<file path="config.mk">
export PLATFORM = sky130hd
export DESIGN_NAME = frame_sequencer
export DESIGN_NICKNAME = d
export VERILOG_FILES = /design/src/rtl/frame_sequencer.sv
export SDC_FILE = /design/constraint.sdc
export NUM_CORES = 1
export LEC_CHECK = 0
export ABC_AREA = 1
export BUFFER_PORTS_ARGS = -buffer_cell sky130_fd_sc_hd__buf_4
export CAP_MARGIN = 20
export CORE_ASPECT_RATIO = 0.6
export CORE_MARGIN = 2
export CORE_UTILIZATION = 40
export DETAILED_ROUTE_END_ITERATION = 8
export SYNTH_ARGS = -nofsm -noshare
export SYNTH_HDL_FRONTEND = slang
export SYNTH_SLANG_ARGS = --single-unit
</file>
<file path="constraint.sdc">
create_clock -name clk -period 3.8 [get_ports clk]
set_clock_uncertainty 0.1 [all_clocks]
set_input_delay 1.14 -clock clk [delete_from_list [all_inputs] [get_ports clk]]
set_output_delay 1.14 -clock clk [all_outputs]
set_load 0.1 [all_outputs]
</file>
<file path="src/rtl/frame_sequencer.sv">
// Frame sequencer: gates an upstream beat stream into fixed-length frames,
// marks frame boundaries and pilot beats, and counts completed frames.
module frame_sequencer #(
    parameter int CNT_W  = 13,
    parameter int FCNT_W = 16
) (
    input  logic              clk,
    input  logic              rst,
    input  logic              enable,
    input  logic              valid,
    input  logic              ready,
    output logic              ready_up,
    input  logic [CNT_W-1:0]  frame_length,
    input  logic [CNT_W-1:0]  pilot_interval,
    input  logic [CNT_W-1:0]  pilot_len,
    output logic              start_frame,
    output logic              end_frame,
    output logic              frame_last,
    output logic              pilot_active,
    output logic [CNT_W-1:0]  sym_index,
    output logic [FCNT_W-1:0] frame_count,
    output logic              cfg_error
);

    typedef enum logic {IDLE, RUN} state_t;

    state_t            state;
    state_t            state_next;
    logic [CNT_W-1:0]  len_q;
    logic [CNT_W-1:0]  per_q;
    logic [CNT_W-1:0]  plen_q;
    logic [CNT_W-1:0]  phase;

    logic              first;
    logic              len_short;
    logic [CNT_W-1:0]  len_live;
    logic [CNT_W-1:0]  len_eff;
    logic [CNT_W-1:0]  per_eff;
    logic [CNT_W-1:0]  plen_eff;
    logic [CNT_W-1:0]  phase_cur;
    logic              last;
    logic              beat;

    // Until beat 0 is taken, the frame shape comes straight from the inputs;
    // frames shorter than two beats are stretched to two.
    assign first     = (sym_index == '0);
    assign len_short = (frame_length < CNT_W'(2));
    assign len_live  = len_short ? CNT_W'(2) : frame_length;
    assign len_eff   = first ? len_live       : len_q;
    assign per_eff   = first ? pilot_interval : per_q;
    assign plen_eff  = first ? pilot_len      : plen_q;
    assign phase_cur = first ? '0 : phase;
    assign last      = (sym_index == len_eff - CNT_W'(1));
    assign beat      = valid && ready_up;

    always_ff @(posedge clk) begin
        if (rst) state <= IDLE;
        else     state <= state_next;
    end

    always_comb begin
        state_next = state;
        case (state)
            IDLE:    if (enable) state_next = RUN;
            RUN:     if (beat && last && !enable) state_next = IDLE;
            default: state_next = IDLE;
        endcase
    end

    always_comb begin
        ready_up     = ready && ((state != IDLE) || enable);
        frame_last   = last;
        pilot_active = (per_eff != '0) && (phase_cur < plen_eff);
    end

    // Per-beat bookkeeping; reset abandons any frame in flight silently.
    always_ff @(posedge clk) begin
        if (rst) begin
            len_q       <= '0;
            per_q       <= '0;
            plen_q      <= '0;
            phase       <= '0;
            sym_index   <= '0;
            frame_count <= '0;
            start_frame <= 1'b0;
            end_frame   <= 1'b0;
            cfg_error   <= 1'b0;
        end else begin
            start_frame <= beat && first;
            end_frame   <= beat && last;
            if (beat) begin
                if (first) begin
                    len_q  <= len_live;
                    per_q  <= pilot_interval;
                    plen_q <= pilot_len;
                    if (len_short) cfg_error <= 1'b1;
                end
                phase <= (phase_cur == per_eff - CNT_W'(1)) ? '0 : phase_cur + CNT_W'(1);
                if (last) begin
                    sym_index   <= '0;
                    frame_count <= frame_count + FCNT_W'(1);
                end else begin
                    sym_index <= sym_index + CNT_W'(1);
                end
            end
        end
    end

endmodule

</file>
==> results.md, run 1 <==
- After detailed routing, the number of remaining DRC violations is 0.
- IR analysis of the VDD net gives a maximum drop of 193 µV.
- Along the worst path, the maximum fanout reaches 3.
- The kind of critical path is in -> out.
- For this run the aggregate overflow at the end of global routing stands at 0.
- The most common library cell in the layout ignoring fill and taps is sky130_fd_sc_hd__nand2_1.
- The endpoint of the worst setup timing path is frame_last.
- The effective utilization at floorplan is between 40% and 50%.
- The worst path in the final design needs a cycle of roughly 4.4 ns, including I/O delays and setup.
- On the worst path, the slowest cell contributes a delay of between 0.2 and 0.3 ns.
- The TritonCTS clock tree is yes.
- The share of total power dissipated in combinational logic is 28.7%.
- The main flop type after synthesis is sky130_fd_sc_hd__dfxtp_1.
- The fraction of layout instances using a drive strength above 1 is approximately 33%.
- Entering global routing, the biggest net connects 47 pins.
- After synthesis the netlist holds a flip-flop and latch count of between 80 and 90.
- The register area is ~1700 µm².
- The critical path goes through buf_6, nor2_2, nand2_1, nor2_2, nand2_2, nand2_2, nand2_2, nand2_2, inv_2, ha_4, xor2_2, nand2_1, nor2_2, nand3_2, nor2_2, nand3_2, nor2_4, buf_12.
- The worst-case reg-to-reg path depth is 24.
- The post-synthesis instance total is around 990.
- Synthesis produced a netlist with a net count of around 1000.
- The share of the Yosys chip area taken by registers is between 20% and 30%.
- The I/O pin count is between 70 and 80.
- In the layout the commonest cells are sky130_fd_sc_hd__nand2_1 (261), sky130_fd_sc_hd__buf_4 (217), sky130_fd_sc_hd__inv_1 (117).
- The global routing stage identified its most utilized layer as met1.
- The via count of the first global-routing pass is ~6300.
- The pin slew with the least headroom to its limit is 0.919 ns.
- The netlist uses 46 different library cells.
- After routing the design area is just under 9000 µm².
- Global routing used about 6.4% of the available met3 tracks.
- The flow ran to the end, but the final reports show violations.
- The combined area of all synthesized cells is between 6000 and 7000 µm².
- The fraction of registers with async set or reset after synthesis is 0%.
- The routed via count is 7051.
- In this run the cell area measured after placement is a little over 8000 µm².
- For met2 alone, demand over resource in global routing was 32.3%.
- The start point of the worst hold path is len_q[10].
- For this run, the number of Yosys warnings is 0.
- The worst register-to-register path begins at sym_index[1].
- The worst setup path is launched from an input port.
- The tightest min-delay check is of the reg -> reg type.
- The final-report max-slew violation count came to 0.
- The number of antenna violations at the first check in global routing is 0.
- The tool flagged a number of max-cap violations equal to 0.
- The worst setup margin is -0.646 ns.
- The half-perimeter wire length of the detailed placement result is approximately 16000 µm.
- The CTS H-tree depth is 3.
- The starting DRC count in detailed routing is 667.
- Data on the critical path is required at its endpoint by ~2.6 ns.
- The relative contribution of the clock network to total power is ~34%.
- Once detail routing completed, the nets flagged for antenna violations numbered 0.
- Routability-driven placement finished with a final weighted congestion of roughly 0.94.
- The number of rows created at floorplan is 35.
- Setup repair after global routing could not meet its margin everywhere.
- In the final routed layout, each cell accounts on average for ~15 µm.
- The cell at the slowest stage of the critical path is sky130_fd_sc_hd__ha_4.
- The first-pass iteration count of the detailed router is 5.
- The floorplan step defined a die boundary enclosing between 15000 and 20000 µm².
- Dividing the final minimum period by the clock period gives 117%.
- The first global-routing pass estimated approximately 33000 µm of wire.
- In this run the register-to-register setup slack is about 0.2 ns.
- At the later pin of the worst-skew pair, clock insertion delay measures ~0.34 ns.
- The fraction of met1 tracks used by global routing is between 40% and 50%.
- The sequential power share is between 30% and 40%.
- Based on the critical path, the design can be clocked at up to 225 MHz.
- The tightest slew margin relative to the limit is between 30% and 40%.
- From left edge to right edge, the die measures 165 µm.
- The synthesis-to-layout area growth is 42.3%.
- For this run, the share of the core covered by cells in the final layout is 57.9%.
- In this run the power density over the cells is between 200 and 300 nW/µm².
- Net switching is about a third of the power.
- The global routing usage summed across all routing layers is 25.7%.
- In this run the tool buffered the top-level ports with a little under 80 buffer cells.
- Counting along the longest clock path gives a buffer depth of 2.
- The final hold violation count is 0.
- The average instance in the mapped netlist occupies 6.29 µm².
- The launch point of the worst path is frame_length[6].
- The design internal power is 1.70 mW.
- The die height is between 100 and 150 µm.
- The total routed wirelength is ~21000 µm.
- Setup violations remaining at the end of the flow were counted as 2.
- The final reports fail on negative setup slack.
- The via density per instance is around 5.
- The number of hold buffers added after cts is 0.
- The buffer type at the clock tree root is sky130_fd_sc_hd__clkbuf_16.
- In this run the power spent charging and discharging nets is just over 0.8 mW.
- The multi-input combinational cell area is 4160 µm².
- The data arrival at the endpoint of the critical path is ~3.2 ns.
- The final layout net count is 1264.
- The total clock sinks is 85.
- The filler cells instantiated in the layout total between 1000 and 1500.
- The number of enable flip-flop cells after synthesis is 0.
- The worst setup path is captured at an output port.
- After clock tree synthesis, the clock-pin slew on the worst setup and hold paths is ~0.060 ns.
- For this design the static power due to leakage is 4.11 nW.
- The core area is ~15000 µm².
- The aggregate negative setup slack is -1.04 ns.
- Buffers inserted during clock tree synthesis total 9.
- The critical register-to-register path endpoint is phase[10].
- The number of inserted diodes is 0.
==> kinds of logic (layout without fill, tap and decap cells) <==
kind of cell    count (synthesis)  count (layout)  share of synthesized area, %
flops                          85              85                          27.4
fa+ha+maj                      19              19                          3.83
simple gates                  550             553                          41.6
compound gates                131             131                          11.4
xor+xnor                       32              32                          4.52
buf+inv                       169             386                          11.1
==> cell type report <==
cell class | count | share of cell area [%]
clock inverters | 5 | 0.354
repair buffers | 232 | 21.1
inverters | 138 | 5.93
flip-flops and latches | 85 | 19.7
well taps | 203 | 2.88
multi-input cells | 735 | 47.2
clock buffers | 11 | 2.88
==> flip-flops by register name (all words and copies together), names as in the netlist <==
signal,count
len_q,13
start_frame,1
frame_count,16
phase,13
end_frame,1
per_q,13
sym_index,13
plen_q,13
state,1
cfg_error,1
==> critical path: cells and delay by family <==
family                     cells  cell delay [ns]
xor gates and xnor gates       1             0.15
adders and majority gates      1             0.26
and+or+nand+nor               13             1.34
buffers and inverters          3             0.33
==> power groups by stage <==
stage,clock network [mW],registers [mW],logic [mW]
finish,0.870,0.931,0.724
detailed placement,0,0.950,0.634
global placement,0,0.950,0.630
floorplan,0,0.956,0.373
CTS,0.889,0.929,0.696
global route,0.928,0.933,0.792
==> synth_stat cells (16+ instances only) <==
library cell	number	share of area, %
sky130_fd_sc_hd__nand2_1	272	16
sky130_fd_sc_hd__inv_1	122	7.4
sky130_fd_sc_hd__nand3_1	94	7.6
sky130_fd_sc_hd__dfxtp_1	85	27
sky130_fd_sc_hd__nor2_1	83	5.0
sky130_fd_sc_hd__o21ai_0	64	5.2
sky130_fd_sc_hd__a21oi_1	42	3.4
sky130_fd_sc_hd__xor2_1	22	3.1
sky130_fd_sc_hd__ha_1	19	3.8
sky130_fd_sc_hd__nand4_1	19	1.9
sky130_fd_sc_hd__clkbuf_1	16	0.97
sky130_fd_sc_hd__nor2_2	16	1.6
==> stage by stage <==
stage                     worst slack [ns]  hold slack, ns  total power [mW]  cells
final                               -0.646           0.362              2.52   1409
after global routing                -0.788           0.385              2.65   1409
after global placement              -0.772           0.351              1.58   1375
after floorplan                     -0.527           0.330              1.33    986
after detailed placement            -0.782           0.355              1.58   1375
after CTS                           -0.623           0.365              2.51   1409
==> worst min path at each step <==
stage | to | slack (ns) | depth (start not counted)
floorplan | per_q[12] | 0.33 | 2
global placement | len_q[9] | 0.35 | 2
detailed placement | len_q[10] | 0.35 | 2
CTS | len_q[10] | 0.36 | 2
global route | len_q[10] | 0.39 | 2
finish | len_q[10] | 0.36 | 2
==> what timing repair did <==
item / 4_1_cts / 5_1_grt
pin swaps: 23 / 40
gates cloned: 1 / 3
resized for setup: 30 / 52
setup endpoints to repair: 2 / 32
setup buffers: 17 / 5
==> layer usage <==
| metal | wire (µm) | vias to the layer above |
|---|---|---|
| li1 | - | 3598 |
| met1 | 11300 | 3195 |
| met2 | 7340 | 238 |
| met3 | 1890 | 20 |
| met4 | 237 | 0 |
| met5 | 0 | - |
Power figures use the tool's default switching activity.
==> run 2, diff against run 1 <==
--- a/config.mk
+++ b/config.mk
@@ -12,6 +12,7 @@
 export CORE_MARGIN = 2
 export CORE_UTILIZATION = 40
 export DETAILED_ROUTE_END_ITERATION = 8
+export RECOVER_POWER = 100
 export SYNTH_ARGS = -nofsm -noshare
 export SYNTH_HDL_FRONTEND = slang
 export SYNTH_SLANG_ARGS = --single-unit
==> run 2 against run 1 <==
Against the previous run:
- the run still ends with negative setup slack left
- wire length grew 0.18%
- setup slack improved by 0.0049 ns
- largest power group unchanged
- largest cell class unchanged
- highest routed layer unchanged
- fmax is 0.11% higher
- sequential power barely moved
==> results.md, run 2 (synthesis results as in run 1) <==
- Measured against its own limit, the worst slew margin works out to about 21%.
- The register-to-register path setup slack is 0.15 ns.
- The post-route DRC violation count is 0.
- No sink is reached through more buffers than the 2 on the longest clock path.
- STA puts the critical path data required time at around 2.6 ns.
- The number of inserted diodes is 0.
- The number of antenna violations at the first check in global routing is 0.
- VDD sags by at most ~190 µV.
- The routing usage on met2 is approximately a third.
- The area growth from synthesis to layout is 39.3%.
- The clock-pin transition on the worst setup and hold timing paths is 0.06 ns.
- The half-perimeter wire length of the detailed placement result is around 16000 µm.
- The worst path in the final design needs a cycle of roughly 4.4 ns, including I/O delays and setup.
- The highest net fanout along the worst path is 3.
- In this run the critical register-to-register path is launched from sym_index[1].
- The end point of the most critical hold path is len_q[10].
- The final hold violation count was 0.
- The width of the die is about 160 µm.
- Of the total power, the clock network draws between 30% and 40%.
- The worst hold path passes through 2 cells.
- The final layout contains about 1300 nets.
- The power density over the cells is between 200 and 300 nW/µm².
- The number of buffers inserted during clock tree synthesis is 9.
- Pin placement for this block handled roughly 80 I/O pins.
- In this run the most critical hold path is launched from len_q[10].
- The setup-violating endpoint count in the final report is 2.
- At the later pin of the worst-skew pair, clock insertion delay measures 0.34 ns.
- Power comes to approximately 2.5 mW.
- The die is roughly 100 µm tall.
- The tree is rooted in a sky130_fd_sc_hd__clkbuf_16.
- The first detailed-routing pass took 5 iterations.
- The worst setup margin is -0.641 ns.
- The largest net degree at the start of global routing is between 40 and 50.
- For this design the total switching power over the nets is slightly above 0.8 mW.
- The global-route wire length before repair is around 33000 µm.
- The post-route clock period utilization is 117%.
- The peak-usage layer in the global routing report is met1.
- The worst setup path is launched from an input port.
- Leaving out fill and tap cells, the most frequent cell in the layout is sky130_fd_sc_hd__nand2_1.
- The flow ran to the end, but the final reports show violations.
- The critical path in this run is classified as in -> out.
- Using the TritonRoute via totals, the vias-per-cell ratio works out to 5.00.
- STA classifies the critical path endpoint as an output port.
- After the first detailed-routing iteration, the DRC count stood at 592.
- The region available for standard cell placement spans around 15000 µm².
- The final-report max-slew violation count is 0.
- Setup repair after global routing could not meet its margin everywhere.
- The via count of the first global-routing pass is ~6300.
- The number of hold buffers added after cts is 0.
- The register name with the most flops is frame_count.
- The number of max-cap violations is 0.
- The routed via count is approximately 7000.
- On the final layout, the worst hold slack is between 0.3 and 0.4 ns.
- The worst register-to-register path has a depth of 22.
- The TritonCTS clock tree is yes.
- The design internal power is roughly 1.7 mW.
- The pin slew with the least headroom to its limit is approximately 1.2 ns.
- The initial utilization of the core area, before any placement, comes to between 40 and 50%.
- The routability-driven placement congestion ratio is between 0.9 and 1.
- For this design the static power due to leakage is between 3 and 4 nW.
- The sequential power share is approximately 37%.
- The register with the most flip-flops in the layout has 16 of them.
- The number of filler instances in the final layout is between 1500 and 2000.
- The part of the power in combinational logic is around 28%.
- In the layout the commonest cells are sky130_fd_sc_hd__nand2_1 (262), sky130_fd_sc_hd__buf_4 (174), sky130_fd_sc_hd__inv_1 (117).
- The tightest min-delay check is of the reg -> reg type.
- The H-tree was split into 3 levels.
- The global routing usage summed across all routing layers is between 20% and 30%.
- Once detail routing completed, the nets flagged for antenna violations numbered 0.
- Summed over all layers, the global routing overflow is 0.
- The average wire length per cell after detail routing is between 10 and 15 µm.
- After floorplanning, the core was divided into 35 placement rows.
- The fraction of met1 tracks used by global routing is 42.2%.
- The critical register-to-register path endpoint is sym_index[3].
- The total routed wirelength is between 20000 and 25000 µm.
- The number of buffers added on ports is a little under 80.
- In the global route stage, met3 resource usage came out at under 10%.
- Net switching is roughly a third of the power.
- The cell area after placement is 8060 µm².
- The tree built by TritonCTS fans out to between 80 and 90 sinks.
- The maximum achievable frequency is 225 MHz.
- The fraction of layout instances using a drive strength above 1 is between 20 and 30%.
- The die covers about 17000 µm².
- The data arrival at the endpoint of the critical path is roughly 3.2 ns.
- The final reports fail on negative setup slack.
- After routing the design area is approximately 8600 µm².
[run 2: cell count changes in the layout (fill, tap and decap cells not counted), moves of 3 or more]
cell / delta
sky130_fd_sc_hd__nor2_2: -3
sky130_fd_sc_hd__buf_4: -43
sky130_fd_sc_hd__nor2_1: +4
sky130_fd_sc_hd__clkbuf_4: +4
sky130_fd_sc_hd__clkbuf_2: +5
sky130_fd_sc_hd__clkbuf_1: +34
[run 2: area by class of cell]
cell class	count	area, µm²	area share, %
Clock inverter	5	31.3	0.362
Sequential cell	85	1740	20.2
Inverter	138	523	6.06
Multi-Input combinational cell	735	4120	47.7
Timing Repair Buffer	232	1720	19.9
Tap cell	203	254	2.94
Clock buffer	11	254	2.94
[run 2: timing repair]
| item | 4_1_cts | 5_1_grt |
|---|---|---|
| setup buffers | 17 | 5 |
| hold endpoints to repair | 0 | 0 |
| endpoints found under the setup margin | 2 | 32 |
| gates resized for setup | 30 | 52 |
| cloned | 1 | 3 |
| pin swaps | 23 | 40 |
[run 2: worst max-delay path, cell delays in order]
cell and delay [ns]:
sky130_fd_sc_hd__buf_6 0.10, sky130_fd_sc_hd__nor2_2 0.10, sky130_fd_sc_hd__nand2_1 0.07, sky130_fd_sc_hd__nor2_2 0.12
sky130_fd_sc_hd__nand2_2 0.10, sky130_fd_sc_hd__nand2_2 0.10, sky130_fd_sc_hd__nand2_2 0.07, sky130_fd_sc_hd__nand2_2 0.06
sky130_fd_sc_hd__inv_2 0.04, sky130_fd_sc_hd__ha_4 0.26, sky130_fd_sc_hd__xor2_2 0.15, sky130_fd_sc_hd__nand2_1 0.09
sky130_fd_sc_hd__nor2_2 0.13, sky130_fd_sc_hd__nand3_2 0.09, sky130_fd_sc_hd__nor2_2 0.14, sky130_fd_sc_hd__nand3_2 0.10
sky130_fd_sc_hd__nor2_4 0.16, sky130_fd_sc_hd__buf_12 0.19
[run 2: power by group through the flow]
stage / Clock, mW / Sequential, mW / Combinational [mW]
after global placement: 0 / 0.950 / 0.630
after global routing: 0.928 / 0.933 / 0.781
after detailed placement: 0 / 0.950 / 0.634
after CTS: 0.889 / 0.929 / 0.696
final: 0.870 / 0.930 / 0.712
after floorplan: 0 / 0.956 / 0.373
[run 2: worst max path at each step]
stage	to	slack [ns]	from	cells after the start
final	frame_last	-0.64	frame_length[6]	18
after global routing	frame_last	-0.79	frame_length[6]	18
after CTS	frame_last	-0.62	frame_length[12]	18
after detailed placement	frame_last	-0.78	frame_length[8]	18
after global placement	frame_last	-0.77	frame_length[6]	18
after floorplan	frame_last	-0.53	frame_length[6]	18
[run 2: through the flow]
| step | setup TNS (ns) | worst slack [ns] | utilization (%) | cells |
|---|---|---|---|---|
| floorplan | -1.05 | -0.527 | - | 986 |
| global placement | -1.10 | -0.772 | 52.9 | 1375 |
| detailed placement | -1.10 | -0.782 | 52.9 | 1375 |
| CTS | -4.98 | -0.623 | 56.6 | 1409 |
| global route | -4.15 | -0.788 | 56.7 | 1409 |
| finish | -1.03 | -0.641 | 56.7 | 1409 |
[run 2: layer usage]
layer	wire [µm]	share of wire (%)	up-vias
met5	0	0	-
met4	218	1.1	0
met3	1980	9.5	16
met2	7380	36	250
met1	11200	54	3185
li1	-	-	3595
